--- config.mk ---
export PLATFORM = sky130hd
export DESIGN_NAME = counter_chain_ctrl_flat
export DESIGN_NICKNAME = d
export VERILOG_FILES = /design/src/rtl/counter_chain_ctrl_pkg.sv /design/src/rtl/counter_chain_ctrl_if.sv /design/src/rtl/counter_chain_prescaler.sv /design/src/rtl/counter_chain_ctrl.sv /design/src/flat_wrapper.sv
export SDC_FILE = /design/constraint.sdc
export NUM_CORES = 1
export LEC_CHECK = 0
export ABC_AREA = 1
export CORE_MARGIN = 10
export CORE_UTILIZATION = 40
export CTS_CLUSTER_DIAMETER = 50
export DETAILED_ROUTE_END_ITERATION = 16
export GPL_TIMING_DRIVEN = 0
export SYNTH_ARGS = -nofsm -noshare
export SYNTH_HDL_FRONTEND = slang
export SYNTH_SLANG_ARGS = --single-unit
export TNS_END_PERCENT = 50
--- constraint.sdc ---
create_clock -name clk -period 2.3 [get_ports clk]
set_input_delay 0.46 -clock clk [delete_from_list [all_inputs] [get_ports clk]]
set_output_delay 0.46 -clock clk [all_outputs]
set_load 0.02 [all_outputs]
--- src/rtl/counter_chain_ctrl_pkg.sv ---
// counter_chain_ctrl_pkg: state encoding, default moduli and width helpers for the counter chain
package counter_chain_ctrl_pkg;
    typedef enum logic [1:0] {IDLE = 2'd0, RUN = 2'd1, PAUSE = 2'd2, DONE = 2'd3} state_t;
    localparam int DEF_DIV_LO = 50;
    localparam int DEF_DIV_HI = 10;
    localparam int DEF_TGT_W = 8;
    localparam int DEF_LO_W = $clog2(DEF_DIV_LO);
    localparam int DEF_HI_W = $clog2(DEF_DIV_HI);
endpackage

--- src/rtl/counter_chain_ctrl_if.sv ---
// counter_chain_ctrl_if: command and status bundle between the controller and its user
interface counter_chain_ctrl_if
    import counter_chain_ctrl_pkg::*;
#(
    parameter int DIV_LO = DEF_DIV_LO,
    parameter int DIV_HI = DEF_DIV_HI,
    parameter int TGT_W = DEF_TGT_W
);
    localparam int LO_W = $clog2(DIV_LO);
    localparam int HI_W = $clog2(DIV_HI);
    logic start, stop, clear, periodic;
    logic [TGT_W-1:0] target;
    logic [LO_W-1:0] count_lo;
    logic [HI_W-1:0] count_hi;
    logic [TGT_W-1:0] epoch;
    logic tick_lo, tick_hi, done, busy;
    state_t state;
    modport master (
        output start, stop, clear, periodic, target,
        input count_lo, count_hi, epoch, tick_lo, tick_hi, done, busy, state
    );
    modport slave (
        input start, stop, clear, periodic, target,
        output count_lo, count_hi, epoch, tick_lo, tick_hi, done, busy, state
    );
endinterface

--- src/rtl/counter_chain_prescaler.sv ---
// counter_chain_prescaler: two-stage clock-enable divider; clr wins over en
module counter_chain_prescaler
    import counter_chain_ctrl_pkg::*;
#(
    parameter int DIV_LO = DEF_DIV_LO,
    parameter int DIV_HI = DEF_DIV_HI,
    localparam int LO_W = $clog2(DIV_LO),
    localparam int HI_W = $clog2(DIV_HI)
) (
    input  logic            clk,
    input  logic            rst,
    input  logic            clr,
    input  logic            en,
    output logic [LO_W-1:0] count_lo,
    output logic [HI_W-1:0] count_hi,
    output logic            tick_lo,
    output logic            tick_hi
);
    assign tick_lo = en && count_lo == LO_W'(DIV_LO - 1);
    assign tick_hi = tick_lo && count_hi == HI_W'(DIV_HI - 1);

    always_ff @(posedge clk) begin
        if (rst || clr) begin
            count_lo <= '0;
            count_hi <= '0;
        end else if (en) begin
            count_lo <= tick_lo ? '0 : count_lo + 1'b1;
            if (tick_lo) count_hi <= tick_hi ? '0 : count_hi + 1'b1;
        end
    end
endmodule

--- src/rtl/counter_chain_ctrl.sv ---
// counter_chain_ctrl: run/pause/clear sequencing and epoch completion over the divider chain
module counter_chain_ctrl
    import counter_chain_ctrl_pkg::*;
#(
    parameter int DIV_LO = DEF_DIV_LO,
    parameter int DIV_HI = DEF_DIV_HI,
    parameter int TGT_W = DEF_TGT_W
) (
    input logic clk,
    input logic rst,
    counter_chain_ctrl_if.slave bus
);
    state_t state_q, state_d;
    logic [TGT_W-1:0] target_q, epoch_q;
    logic periodic_q, done_q, accept, final_tick, tick_hi;

    assign accept = !bus.clear && bus.start && !bus.stop && bus.target != '0 &&
                    (state_q == IDLE || state_q == DONE);
    assign final_tick = tick_hi && epoch_q == target_q - 1'b1;

    counter_chain_prescaler #(.DIV_LO(DIV_LO), .DIV_HI(DIV_HI)) u_prescaler (
        .clk(clk),
        .rst(rst),
        .clr(bus.clear || accept),
        .en(state_q == RUN),
        .count_lo(bus.count_lo),
        .count_hi(bus.count_hi),
        .tick_lo(bus.tick_lo),
        .tick_hi(tick_hi)
    );

    // completion beats a coincident stop
    always_comb begin
        state_d = bus.clear ? IDLE :
                  accept ? RUN :
                  (state_q == RUN) ? (final_tick ? (periodic_q ? RUN : DONE) : bus.stop ? PAUSE : RUN) :
                  (state_q == PAUSE && bus.start && !bus.stop) ? RUN : state_q;
    end

    always_ff @(posedge clk) begin
        if (rst) begin
            state_q <= IDLE;
            target_q <= '0;
            periodic_q <= 1'b0;
            epoch_q <= '0;
            done_q <= 1'b0;
        end else begin
            state_q <= state_d;
            done_q <= final_tick && !bus.clear;
            if (accept) begin
                target_q <= bus.target;
                periodic_q <= bus.periodic;
            end
            epoch_q <= (bus.clear || accept) ? '0 :
                       final_tick ? (periodic_q ? '0 : target_q) :
                       tick_hi ? epoch_q + 1'b1 : epoch_q;
        end
    end

    assign bus.tick_hi = tick_hi;
    assign bus.epoch = epoch_q;
    assign bus.done = done_q;
    assign bus.busy = state_q == RUN || state_q == PAUSE;
    assign bus.state = state_q;
endmodule
--- src/flat_wrapper.sv ---
// flat-port wrapper written by rule: the top's interface ports become plain ports
module counter_chain_ctrl_flat import counter_chain_ctrl_pkg::*;
#(
    parameter int DIV_LO = DEF_DIV_LO,
    parameter int DIV_HI = DEF_DIV_HI,
    parameter int TGT_W = DEF_TGT_W
)
  (clk, rst, bus_start, bus_stop, bus_clear, bus_periodic, bus_target, bus_count_lo, bus_count_hi, bus_epoch, bus_tick_lo, bus_tick_hi, bus_done, bus_busy, bus_state);
  counter_chain_ctrl_if #(.DIV_LO(DIV_LO), .DIV_HI(DIV_HI), .TGT_W(TGT_W)) bus_i ();
  input logic clk;
  input logic rst;
  input wire logic [$bits(bus_i.start)-1:0] bus_start;
  input wire logic [$bits(bus_i.stop)-1:0] bus_stop;
  input wire logic [$bits(bus_i.clear)-1:0] bus_clear;
  input wire logic [$bits(bus_i.periodic)-1:0] bus_periodic;
  input wire logic [$bits(bus_i.target)-1:0] bus_target;
  output wire logic [$bits(bus_i.count_lo)-1:0] bus_count_lo;
  output wire logic [$bits(bus_i.count_hi)-1:0] bus_count_hi;
  output wire logic [$bits(bus_i.epoch)-1:0] bus_epoch;
  output wire logic [$bits(bus_i.tick_lo)-1:0] bus_tick_lo;
  output wire logic [$bits(bus_i.tick_hi)-1:0] bus_tick_hi;
  output wire logic [$bits(bus_i.done)-1:0] bus_done;
  output wire logic [$bits(bus_i.busy)-1:0] bus_busy;
  output wire logic [$bits(bus_i.state)-1:0] bus_state;
  assign bus_i.start = bus_start;
  assign bus_i.stop = bus_stop;
  assign bus_i.clear = bus_clear;
  assign bus_i.periodic = bus_periodic;
  assign bus_i.target = bus_target;
  assign bus_count_lo = bus_i.count_lo;
  assign bus_count_hi = bus_i.count_hi;
  assign bus_epoch = bus_i.epoch;
  assign bus_tick_lo = bus_i.tick_lo;
  assign bus_tick_hi = bus_i.tick_hi;
  assign bus_done = bus_i.done;
  assign bus_busy = bus_i.busy;
  assign bus_state = bus_i.state;
  counter_chain_ctrl #(.DIV_LO(DIV_LO), .DIV_HI(DIV_HI), .TGT_W(TGT_W)) u_core (.clk(clk), .rst(rst), .bus(bus_i));
endmodule
==> flow_summary.yaml <==
run_status:
  status: "complete, no violations"
clock_tree:
  cts_resized: 3
  clockRootBuffer: "clkbuf_8"
  numClockSinks: 30
  clock_tree.buffer_depth: 2
  clk_latency_ns: 0.28
  holdBufCountCts: 0
  tritoncts: "built"
  postCtsSetupRepairBufs: 0
  numCtsBuffers: 5
  path_clk_slew_ns: 0.06
  htreeDepth: 2
yosys:
  syn_nets: 294
  ys_seq_elements: 30
  avgSynthCellArea_um2: 7.07
  yosysSeqAreaShare: 0.312
  synth.distinct_cells: 29
  syn_inst: 272
  synth_area_mm2: 0.00192
  ys_warn_count: 0
placed_design:
  place_ws_ns: 0.0163
  place_area_mm2: 0.00236
  routabilityCongestion: 0.815
  numPortBuffers: 37
  hpwl_um: 3690
sta:
  finalClockSkew_ns: 0.00485
  worstMarginPinSlew_ns: 0.339
  setup_viol: 0
  setup_ws_ns: 0.152
  period_share: 0.934
  fmax_mhz: 466
  finalCriticalPeriod_ns: 2.15
  hold_viol_final: 0
  rsz0062_at_grt: "no"
  tns_ns: 0
  relSlewSlack: 0.773
  slew_violations: 0
route:
  wl_per_cell_um: 12.4
  drc_errors: 0
  wl_um: 4610
  via_count: 1817
  first_iter_violations: 59
  ant_nets: 0
  dr.pass1.iters: 4
  vias_per_cell: 4.90
pwr:
  ir_worst_vdd_mv: 0.225
  p_per_area_mw_per_mm2: 478
  power_mw: 1.17
  total_leakage_power_nw: 1.05
global_routing:
  antenna_found_initial: 0
  grt_usage: 0.118
  grt_pass1_wl_um: 7480
  gr-total-overflow: 0
  grt_max_degree: 11
  grt_pass1_vias: 1682
layout:
  drive_gt1_frac: 0.107
  multi_input_area_mm2: 0.00114
  n_fill_cell: 484
  final_cell_mix: "nand2_1, inv_1, clkdlybuf4s50_1"
  regArea_um2: 601
  final_area_mm2: 0.00245
  fin_nets: 338
  syn2layout_area_growth_pct: 27.2
  final_common_cell: "nand2_1"
  n_antenna_cell: 0
critical_path:
  worstPathCellList: "inv_1 -> ha_1 -> buf_6 -> nand2_2 -> inv_2 -> nand3b_4 -> inv_4 -> dlygate4sd2_1"
  slowest_delay_ns: 0.35
  slowest_stage: "dlygate4sd2_1"
  path_delay_family: "buffers and inverters"
  critical_path_buf_inv_count: 5
  critical_path_class: "reg -> out"
  endpoint_kind: "output port"
  critPathLaunchType: "register"
  critPathArrivalTime_ns: 1.69
  critPathRequiredTime_ns: 1.84
  worstPathMaxFanout: 9
die:
  placementRows: 25
  pin_count: 38
  die_w_um: 89.3
  start_util: 0.410
  dieArea_mm2: 0.00798
  core_mm2: 0.00469
  die_y_um: 89.3
worst_hold_path:
  hold_path.class: "reg -> reg"
run:
  maxCapViolCount: 0
[cell usage after synthesis]
cell / n / share of area
o21ai_1: 1 / 0.0026
a21oi_1: 25 / 0.065
nor2_2: 3 / 0.0098
nand3_1: 15 / 0.039
o21ai_0: 17 / 0.044
nor2_1: 31 / 0.061
nor4_1: 2 / 0.0065
nand2_1: 43 / 0.084
nand2_4: 1 / 0.0059
a31oi_1: 2 / 0.0065
nand4_1: 10 / 0.033
inv_1: 36 / 0.070
xor2_1: 14 / 0.064
nand3b_4: 1 / 0.010
nand3_2: 2 / 0.010
a21boi_1: 1 / 0.0039
dfxtp_1: 30 / 0.31
clkinv_1: 1 / 0.0019
xnor2_1: 6 / 0.027
or2_2: 1 / 0.0033
buf_6: 2 / 0.012
nor3_1: 3 / 0.0078
nor2_4: 6 / 0.035
and3_1: 1 / 0.0033
inv_4: 1 / 0.0033
ha_1: 8 / 0.052
buf_2: 2 / 0.0052
inv_2: 1 / 0.0019
nand2_2: 6 / 0.020
[path summary, 6_finish.rpt]
| kind | from | endpoint | slack (ns) | cells past startpoint |
|---|---|---|---|---|
| hold reg to reg | u_core.target_q[1] | u_core.target_q[1] | 0.53 | 2 |
| hold / removal | u_core.target_q[1] | u_core.target_q[1] | 0.53 | 2 |
| setup / recovery | u_core.bus.state[1] | bus_tick_lo | 0.15 | 8 |
| setup reg to reg | u_core.bus.state[0] | u_core.target_q[3] | 0.28 | 9 |
[sequential cells by signal, indices dropped and copies added (netlist names)]
signal / count
u_core.bus.done: 1
u_core.u_prescaler.count_lo: 6
u_core.bus.epoch: 8
u_core.u_prescaler.count_hi: 4
u_core.target_q: 8
u_core.periodic_q: 1
u_core.bus.state: 2
[layer usage]
layer | vias to the layer above | GRT usage | part of all wire
met5 | - | 0 | 0
met4 | 0 | 0.0303 | 0.0046
met3 | 2 | 0.0501 | 0.076
met2 | 40 | 0.183 | 0.42
met1 | 803 | 0.147 | 0.50
li1 | 972 | - | -
[area by class of cell]
class,instances,area share
Tap cell,54,0.0276
Clock buffer,7,0.0353
Multi-Input combinational cell,199,0.466
Sequential cell,30,0.246
Buffer,4,0.0133
Timing Repair Buffer,37,0.149
Clock inverter,1,0.00205
Inverter,39,0.0609
[stage by stage]
step,hold slack (ns),utilization,std cells
final,0.530,0.521,371
after CTS,0.532,0.522,371
after detailed placement,0.525,0.503,363
after floorplan,0.465,-,272
after global routing,0.555,0.521,371
after global placement,0.516,0.503,363
[power by group]
| part | internal, mW | switching [mW] |
|---|---|---|
| combinational | 0.0755 | 0.118 |
| clock | 0.241 | 0.196 |
| sequential | 0.529 | 0.00964 |
| total | 0.846 | 0.324 |
[worst register-to-register path: cells and delay by family, from the launching register on]
kind / cells / cell delay, ns
and+or+nand+nor: 1 / 0.23
DFF: 1 / 0.37
buffers and inverters: 4 / 0.50
AOI/OAI and AO/OA: 3 / 0.54
adders and majority gates: 1 / 0.27
[cells by family (layout without fill, tap and decap cells)]
kind of cell	after synthesis	count (layout)	synth area share
xor+xnor	20	20	0.0911
buf+inv	43	88	0.0943
simple gates	125	125	0.328
fa+ha+maj	8	8	0.0521
compound gates	46	46	0.122
flops	30	30	0.312
Power figures use the tool's default switching activity.
